[src/rtl/ms_timer_pkg.sv]
// ms_timer_pkg
//   Shared definitions for the millisecond timer bank: channel state
//   encoding and the default counter width / reset terminal count.
//   No ports.
package ms_timer_pkg;

  typedef enum logic {
    ST_IDLE = 1'b0,
    ST_RUN  = 1'b1
  } state_t;

  localparam int CW_DEF         = 24;
  localparam int DEFAULT_TC_DEF = 800000;

  // Width of a channel-select field; never narrower than one bit.
  function automatic int sel_width(input int nch);
    sel_width = (nch > 1) ? $clog2(nch) : 1;
  endfunction

endpackage

[src/rtl/ms_timer_channel.sv]
// ms_timer_channel
//   One timer channel: IDLE/RUN state, counter, active and shadow terminal
//   count, latched mode and the registered timeout pulse / busy flag.
//   Ports:
//     clk, reset_n      clock, asynchronous active-low reset
//     tick              counter enable (constant 1 without a prescaler)
//     start, stop       start/retrigger and abort (stop has priority)
//     periodic          mode sampled at start: 1 = auto-reload
//     tc_we, tc_value   shadow terminal-count write (already decoded)
//     timeout, busy     one-cycle expiry pulse, running flag
module ms_timer_channel
  import ms_timer_pkg::*;
#(
  parameter int CW         = CW_DEF,
  parameter int DEFAULT_TC = DEFAULT_TC_DEF
) (
  input  logic          clk,
  input  logic          reset_n,
  input  logic          tick,
  input  logic          start,
  input  logic          stop,
  input  logic          periodic,
  input  logic          tc_we,
  input  logic [CW-1:0] tc_value,
  output logic          timeout,
  output logic          busy
);

  state_t        state_r;
  logic [CW-1:0] count_r;
  logic [CW-1:0] tc_r;
  logic [CW-1:0] shadow_r;
  logic          mode_r;
  logic          timeout_r;
  logic          busy_r;
  logic [CW-1:0] last_s;
  logic          expire_s;

  // A terminal count of 0 behaves as 1, so the final count value is 0 too.
  assign last_s   = (tc_r == {CW{1'b0}}) ? {CW{1'b0}} : (tc_r - CW'(1'b1));
  assign expire_s = (state_r == ST_RUN) && tick && (count_r == last_s);

  // Shadow terminal count: written any cycle, consumed only at start/reload.
  always_ff @(posedge clk or negedge reset_n) begin
    if (!reset_n) begin
      shadow_r <= CW'(DEFAULT_TC);
    end else if (tc_we) begin
      shadow_r <= tc_value;
    end else begin
      shadow_r <= shadow_r;
    end
  end

  // Channel FSM with counter; priority is stop > start > expiry > count.
  always_ff @(posedge clk or negedge reset_n) begin
    if (!reset_n) begin
      state_r   <= ST_IDLE;
      count_r   <= {CW{1'b0}};
      tc_r      <= CW'(DEFAULT_TC);
      mode_r    <= 1'b0;
      timeout_r <= 1'b0;
      busy_r    <= 1'b0;
    end else if (stop) begin
      state_r   <= ST_IDLE;
      count_r   <= {CW{1'b0}};
      timeout_r <= 1'b0;
      busy_r    <= 1'b0;
    end else if (start) begin
      // A retrigger landing on the expiry edge still reports that expiry.
      state_r   <= ST_RUN;
      count_r   <= {CW{1'b0}};
      tc_r      <= shadow_r;
      mode_r    <= periodic;
      timeout_r <= expire_s;
      busy_r    <= 1'b1;
    end else if (expire_s) begin
      timeout_r <= 1'b1;
      count_r   <= {CW{1'b0}};
      if (mode_r) begin
        tc_r <= shadow_r;
      end else begin
        state_r <= ST_IDLE;
        busy_r  <= 1'b0;
      end
    end else begin
      timeout_r <= 1'b0;
      if ((state_r == ST_RUN) && tick) begin
        count_r <= count_r + CW'(1'b1);
      end else begin
        count_r <= count_r;
      end
    end
  end

  assign timeout = timeout_r;
  assign busy    = busy_r;

endmodule

[src/rtl/ms_timer_bank.sv]
// ms_timer_bank
//   NCH independent millisecond timer channels with per-channel terminal
//   count, one-shot/periodic mode and a one-cycle timeout pulse.
//   Optional macro MS_TIMER_PRESCALE_EN adds a shared prescaler (parameter
//   PRESCALE, present only in that build) so channels advance once every
//   PRESCALE clocks; otherwise channels advance every clock.
//   Ports:
//     clk, reset_n   clock, asynchronous active-low reset
//     start[NCH]     per-channel start/retrigger (level)
//     stop[NCH]      per-channel abort
//     periodic[NCH]  per-channel mode sampled at start
//     tc_we, tc_sel, tc_value  terminal-count shadow write; tc_sel >= NCH ignored
//     timeout[NCH]   one-cycle expiry pulse
//     busy[NCH]      channel running
module ms_timer_bank
  import ms_timer_pkg::*;
#(
  parameter int CW         = CW_DEF,
  parameter int NCH        = 2,
  parameter int DEFAULT_TC = DEFAULT_TC_DEF
`ifdef MS_TIMER_PRESCALE_EN
  ,
  parameter int PRESCALE   = 1000
`endif
) (
  input  logic                      clk,
  input  logic                      reset_n,
  input  logic [NCH-1:0]            start,
  input  logic [NCH-1:0]            stop,
  input  logic [NCH-1:0]            periodic,
  input  logic                      tc_we,
  input  logic [sel_width(NCH)-1:0] tc_sel,
  input  logic [CW-1:0]             tc_value,
  output logic [NCH-1:0]            timeout,
  output logic [NCH-1:0]            busy
);

  localparam int SELW = sel_width(NCH);

  logic           tick_s;
  logic [NCH-1:0] tc_we_s;

`ifdef MS_TIMER_PRESCALE_EN
  localparam int PW = (PRESCALE > 1) ? $clog2(PRESCALE) : 1;

  logic [PW-1:0] pre_cnt_r;

  assign tick_s = (pre_cnt_r == PW'(PRESCALE - 1));

  // Free-running prescaler, wraps at PRESCALE-1.
  always_ff @(posedge clk or negedge reset_n) begin
    if (!reset_n) begin
      pre_cnt_r <= {PW{1'b0}};
    end else if (tick_s) begin
      pre_cnt_r <= {PW{1'b0}};
    end else begin
      pre_cnt_r <= pre_cnt_r + PW'(1'b1);
    end
  end
`else
  assign tick_s = 1'b1;
`endif

  // Channel-select decode; out-of-range indices match no channel.
  always_comb begin
    tc_we_s = {NCH{1'b0}};
    for (int i = 0; i < NCH; i++) begin
      tc_we_s[i] = tc_we && (tc_sel == SELW'(i));
    end
  end

  for (genvar g = 0; g < NCH; g++) begin : g_ch
    ms_timer_channel #(
      .CW         (CW),
      .DEFAULT_TC (DEFAULT_TC)
    ) u_ch (
      .clk      (clk),
      .reset_n  (reset_n),
      .tick     (tick_s),
      .start    (start[g]),
      .stop     (stop[g]),
      .periodic (periodic[g]),
      .tc_we    (tc_we_s[g]),
      .tc_value (tc_value),
      .timeout  (timeout[g]),
      .busy     (busy[g])
    );
  end

endmodule

[config.mk]
export PLATFORM = sky130hd
export DESIGN_NAME = ms_timer_bank
export DESIGN_NICKNAME = d
export VERILOG_FILES = /design/src/rtl/ms_timer_pkg.sv /design/src/rtl/ms_timer_channel.sv /design/src/rtl/ms_timer_bank.sv
export SDC_FILE = /design/constraint.sdc
export NUM_CORES = 1
export LEC_CHECK = 0
export ABC_CLOCK_PERIOD_IN_PS = 9100
export BUFFER_PORTS_ARGS = -buffer_cell sky130_fd_sc_hd__buf_4
export CORE_UTILIZATION = 45
export DETAILED_ROUTE_END_ITERATION = 6
export GPL_TIMING_DRIVEN = 0
export PLACE_DENSITY = 0.68
export SETUP_SLACK_MARGIN = 0.3
export SLEW_MARGIN = 30
export SYNTH_ARGS = -nofsm -noshare
export SYNTH_HDL_FRONTEND = slang
export SYNTH_SLANG_ARGS = --single-unit
[constraint.sdc]
create_clock -name clk -period 9.1 [get_ports clk]
set_input_delay 2.73 -clock clk [delete_from_list [all_inputs] [get_ports clk]]
set_output_delay 2.73 -clock clk [all_outputs]
set_load 0.03 [all_outputs]
# Word level (Yosys, flattened, before mapping)
# Index checks and enable logic that the tools add are counted.
dict set report totals {
  regBits 150
  in_bits 34
  out_inout_bits 4
  word_cells 73
}
dict set report op_classes {
  add_sub_neg 4
  eq_ne 4
  n_mux 30
  n_bitwise 3
  reduce_logical 20
}
# op n
set op_table {}
lappend op_table {{$mux 24} 16}
lappend op_table {{$add 24x1->24 const B} 2}
lappend op_table {{$eq 24x24->1} 2}
lappend op_table {{$logic_not 24->1} 2}
lappend op_table {{$sub 24x1->24 const B} 2}
lappend op_table {{$mux 1} 14}
lappend op_table {{$reduce_and 2->1} 4}
lappend op_table {{$reduce_bool 2->1} 4}
lappend op_table {{$reduce_bool 4->1} 2}
lappend op_table {{$ne 3x3->1 const B} 2}
lappend op_table {{$reduce_and 3->1} 2}
lappend op_table {{$reduce_bool 3->1} 2}
lappend op_table {{$logic_and 1x1->1} 4}
lappend op_table {{$not 1->1} 3}

# Longest topological paths before layout
dict set report logic_depth {
  word_depth 7
  mapped_depth 14
  depth_no_buf 11
}

# Hierarchy
# A second synthesis with hierarchy kept.
dict set report hier_totals {
  cells_unflattened 984
  area_unflattened_um2 9699.3
}
# mod n_inst cells_each area_each_um2 seq_area_each_um2
set by_module_without_submodules {}
lappend by_module_without_submodules {{ms_timer_channel (g_ch[1].u_ch)} 1 568 5297.6 1891.8}
lappend by_module_without_submodules {{ms_timer_channel (g_ch[0].u_ch)} 1 413 4381.7 1891.8}
lappend by_module_without_submodules {ms_timer_bank 1 3 20.0 0.0}

# Least setup slack after synthesis
# OpenSTA, ideal clock, no wires.
dict set report synth_path {
  path_type {input-to-reg}
  start {input stop[0]}
  end {register g_ch[0].u_ch.count_r[17]}
  setup_ns 0.132
  arrival_ns 4.022
  required_ns 8.968
  setup_slack_ns 4.946
  stages 8
  path_buffers 0
  path_cell_list {or3_1 -> and4_1 -> nor2b_1 -> nand3_1 -> nor2_1 -> nand3_1 -> xor2_1 -> nor2_1}
}
dict set report synth_via {
  elab_chain_len 1
  elab_cells_between_ends 2
  classes_between {mux (1); reduce/logical (1)}
}
# element line_no
set synth_rtl {}
lappend synth_rtl {{start, declared} ms_timer_bank.sv:29} ;# input logic [NCH-1:0] stop,
lappend synth_rtl {{$reduce_bool 4->1 (no line) or $mux 24 (tied branches)} n/a}
lappend synth_rtl {{end signal, assigned} ms_timer_channel.sv:58} ;# count_r <= {CW{1'b0}};
lappend synth_rtl {{end signal, assigned} ms_timer_channel.sv:65} ;# count_r <= {CW{1'b0}};
lappend synth_rtl {{end signal, assigned} ms_timer_channel.sv:71} ;# count_r <= {CW{1'b0}};
lappend synth_rtl {{end, declared} ms_timer_channel.sv:30} ;# logic [CW-1:0] count_r;
# Several ways; a longest one is shown, not always the timed one.
# A chain may end at the register's enable or synchronous reset.

# Worst setup path after layout
dict set report layout_path {
  start {register g_ch[1].u_ch.tc_r[0]}
  end {register g_ch[1].u_ch.tc_r[17]}
}
dict set report layout_via {
  elab_chain_len 6
  elab_cells_between_ends 7
  classes_between {add/sub (1); eq/ne (1); mux (1); reduce/logical (4)}
}
# element line_no
set layout_rtl {}
lappend layout_rtl {{start, declared} ms_timer_channel.sv:31} ;# logic [CW-1:0] tc_r;
lappend layout_rtl {{start signal, assigned} ms_timer_channel.sv:59} ;# tc_r <= CW'(DEFAULT_TC);
lappend layout_rtl {{start signal, assigned} ms_timer_channel.sv:72} ;# tc_r <= shadow_r;
lappend layout_rtl {{start signal, assigned} ms_timer_channel.sv:80} ;# tc_r <= shadow_r;
lappend layout_rtl {{$sub 24x1->24 or $logic_not 24->1 (tied branches)} ms_timer_channel.sv:40} ;# assign last_s = (tc_r == {CW{1'b0}}) ? {CW{1'b0}} : (tc_r - CW'(1'b1));
lappend layout_rtl {{$mux 24 (*)} ms_timer_channel.sv:40}
lappend layout_rtl {{$eq 24x24->1 (*)} ms_timer_channel.sv:41} ;# assign expire_s = (state_r == ST_RUN) && tick && (count_r == last_s);
lappend layout_rtl {{$logic_and 1x1->1 (*)} ms_timer_channel.sv:41}
lappend layout_rtl {{$reduce_bool 2->1 (no line) (*)} n/a}
lappend layout_rtl {{$reduce_and 3->1 (no line) (*)} n/a}
# Every way passes the cells marked *; elsewhere a longest branch is shown, timed or not.

==> qor.yml <==
die_w_um: 143
grt_max_degree: 84
maxCapViolCount: 0
cts_tree: "built"
critPathKind: "register to register"
finalSetupTns_ns: 0
grt.busiest_layer: "met1"
clock_latency_ns: 0.43
synth_area_um2: 8920
wl_per_cell_um: 17.9
cts_root_buf: "clkbuf_16"
grt.met3_usage_pct: 4.16
met2_usage_pct: 31.2
grt_pass1_wl_um: 35100
peakVddDrop_uv: 156
yosysTopAreaCell: "dfrtp_1"
yosysWarnings: 0
cts_buffer_depth: 2
cellPowerDensity_nw_per_um2: 195
syn_nets: 902
drc: 0
vias: 7048
fin_crit_sh_pct: 52.7
worstPathMaxFanout: 10
ant_nets: 0
initial_core_util_pct: 45.8
multiInputGateArea_um2: 4800
dp_hpwl_um: 15900
h-tree-depth: 4
grt_usage_pct: 22.2
stdcell_count: 1199
synth_area_leaders: "dfrtp_1 (35%), mux2_2 (8.2%), dfstp_2 (7.1%)"
numPortBuffers: 37
synth.top_cell.area_share_pct: 35.4
worst_slew_pin_slew_ns: 0.900
setup_violations: 0
clock_sinks: 150
cts_buffers: 17
final_max_slew_viol_count: 0
clock_skew_ns: 0.0139
num-fill-cells: 1792
hold_viol_final: 0
required_ns: 9.41
layout.nets: 959
pin_count: 38
netlist_instances: 864
syn2layout_area_growth_pct: 13.6
place_inst: 1167
grt_use_met1_pct: 33.5
synthArstFlopShare_pct: 100
postSynthAreaPerCell_um2: 10.3
status: "finished clean"
grt_pass1_vias: 6597
drtPass1Iterations: 6
gr-total-overflow: 0
drt_iter0_markers: 531
relSlewSlack_pct: 39.9
worstHoldPathType: "register to register"
ys_seq_elements: 150
ys_types: 81
fmax_mhz: 208
place.gp.congestion: 0.896
arrival_ns: 5.11
wirelength_um: 21400
synth-edff-count: 0
drive_gt1_share_pct: 23.8
fin_crit_ns: 4.80
power_mw: 1.98
regArea_um2: 3780
crit_path_start_kind: "register"
rows: 51
ctsResizeCount: 0
diodes: 0
rsz0062_at_grt: "false"
die_h_um: 143
postCtsSetupBuffers: 0
critPathCaptureType: "register"
grt_antenna_before_repair: 0
p_leak_nw: 3.99
clkTransAtPathRegs_ns: 0.06
seq_area_frac_synth_pct: 42.4
post_drt_via_cell_ratio: 5.88
cts_hold_buffers: 0
synth_ff_type: "dfrtp_1"
core_area_um2: 19500
die_area_um2: 20400
-- where the power goes --
group | internal (mW) | leakage (nW) | switching (mW) | total [mW]
sequential | 0.769 | 1.85 | 0.0996 | 0.868
clock | 0.386 | 0.271 | 0.295 | 0.681
combinational | 0.210 | 1.87 | 0.220 | 0.430
total | 1.36 | 3.99 | 0.614 | 1.98
-- cell usage in the layout, fill, tap and decap left out, types with 15 or more instances in the layout --
| cell | instances |
|---|---|
| a21oi_1 | 15 |
| and3_1 | 18 |
| buf_4 | 42 |
| clkbuf_1 | 35 |
| clkbuf_16 | 17 |
| dfrtp_1 | 126 |
| dfstp_2 | 24 |
| mux2_2 | 65 |
| mux2_4 | 20 |
| nand2_1 | 50 |
| nand3_1 | 33 |
| nor2_1 | 55 |
| nor3_1 | 51 |
| nor4_1 | 31 |
| o21ai_0 | 15 |
| xnor2_1 | 40 |
| xor2_1 | 42 |
-- worst max-delay path: stages (launching register included) --
cell and delay (ns):
dfrtp_1 0.47, inv_1 0.10, ha_1 0.19, nor3b_1 0.75, nand2_1 0.20, or4_1 0.56
and2_1 0.19, a211oi_1 0.23, nand4_1 0.14, or4_4 0.56, o41ai_4 0.69, buf_6 0.28
mux2_4 0.31
-- cells in the mapped netlist, drive strengths merged, types with 10 or more instances --
library cell  instances
a211oi               10
a21oi                15
and3                 18
buf                  21
clkbuf               34
dfrtp               126
dfstp                24
inv                  13
mux2                 99
nand2                50
nand3                33
nand4                13
nor2                 56
nor3                 53
nor4                 34
o21ai                17
or3                  15
or4                  18
xnor2                40
xor2                 42
-- metrics by stage --
| stage | hold WS, ns | instance area, um2 | setup WS [ns] | utilization [%] |
|---|---|---|---|---|
| floorplan | 0.459 | 8920 | 4.95 | - |
| global placement | 0.462 | 9530 | 4.41 | 48.9 |
| detailed placement | 0.473 | 9560 | 4.42 | 49.1 |
| CTS | 0.489 | 10100 | 4.38 | 52.0 |
| global route | 0.508 | 10100 | 4.13 | 52.1 |
| finish | 0.488 | 10100 | 4.30 | 52.1 |
-- cell type report --
class,instances,area share (%)
Clock buffer,19,4.37
Multi-Input combinational cell,646,47.4
Tap cell,265,3.27
Clock inverter,13,1.19
Sequential cell,150,37.3
Buffer,55,2.85
Inverter,13,0.482
Timing Repair Buffer,38,3.09
-- worst paths after layout --
kind / slack [ns] / endpoint / start / depth (start not counted)
worst max-delay path: 4.30 / g_ch[1].u_ch.tc_r[17]$_DFFE_PN0P_ / g_ch[1].u_ch.tc_r[0]$_DFFE_PN0P_ / 12
worst min-delay path: 0.49 / g_ch[0].u_ch.tc_r[14]$_DFFE_PN0P_ / g_ch[0].u_ch.shadow_r[14]$_DFFE_PN0P_ / 1
worst max register to register: 4.30 / g_ch[1].u_ch.tc_r[17]$_DFFE_PN0P_ / g_ch[1].u_ch.tc_r[0]$_DFFE_PN0P_ / 12
worst min register to register: 0.49 / g_ch[0].u_ch.tc_r[14]$_DFFE_PN0P_ / g_ch[0].u_ch.shadow_r[14]$_DFFE_PN0P_ / 1
max in group asynchronous: 6.08 / g_ch[0].u_ch.tc_r[18]$_DFFE_PN1P_ / reset_n / 2
min in group asynchronous: 2.22 / g_ch[1].u_ch.count_r[14]$_DFFE_PN0P_ / reset_n / 1
-- cells by family after synthesis --
kind of cell    share of synthesized area, %
compound gates                          10.2
xor+xnor                                8.05
fa+ha+maj                              0.561
buf+inv                                 3.79
flops                                   42.4
mux                                     13.6
simple gates                            21.4
-- routing by layer --
metal | vias to the layer above | wire length [um]
li1 | 3319 | -
met1 | 3478 | 10400
met2 | 217 | 9040
met3 | 34 | 1500
met4 | 0 | 472
met5 | - | 0
-- sequential cells by signal, summed over array words and instances (netlist names) --
register	cells
g_ch.u_ch.count_r	48
g_ch.u_ch.shadow_r	48
g_ch.u_ch.timeout	2
g_ch.u_ch.tc_r	48
g_ch.u_ch.state_r	2
g_ch.u_ch.mode_r	2
Power figures use the tool's default switching activity.
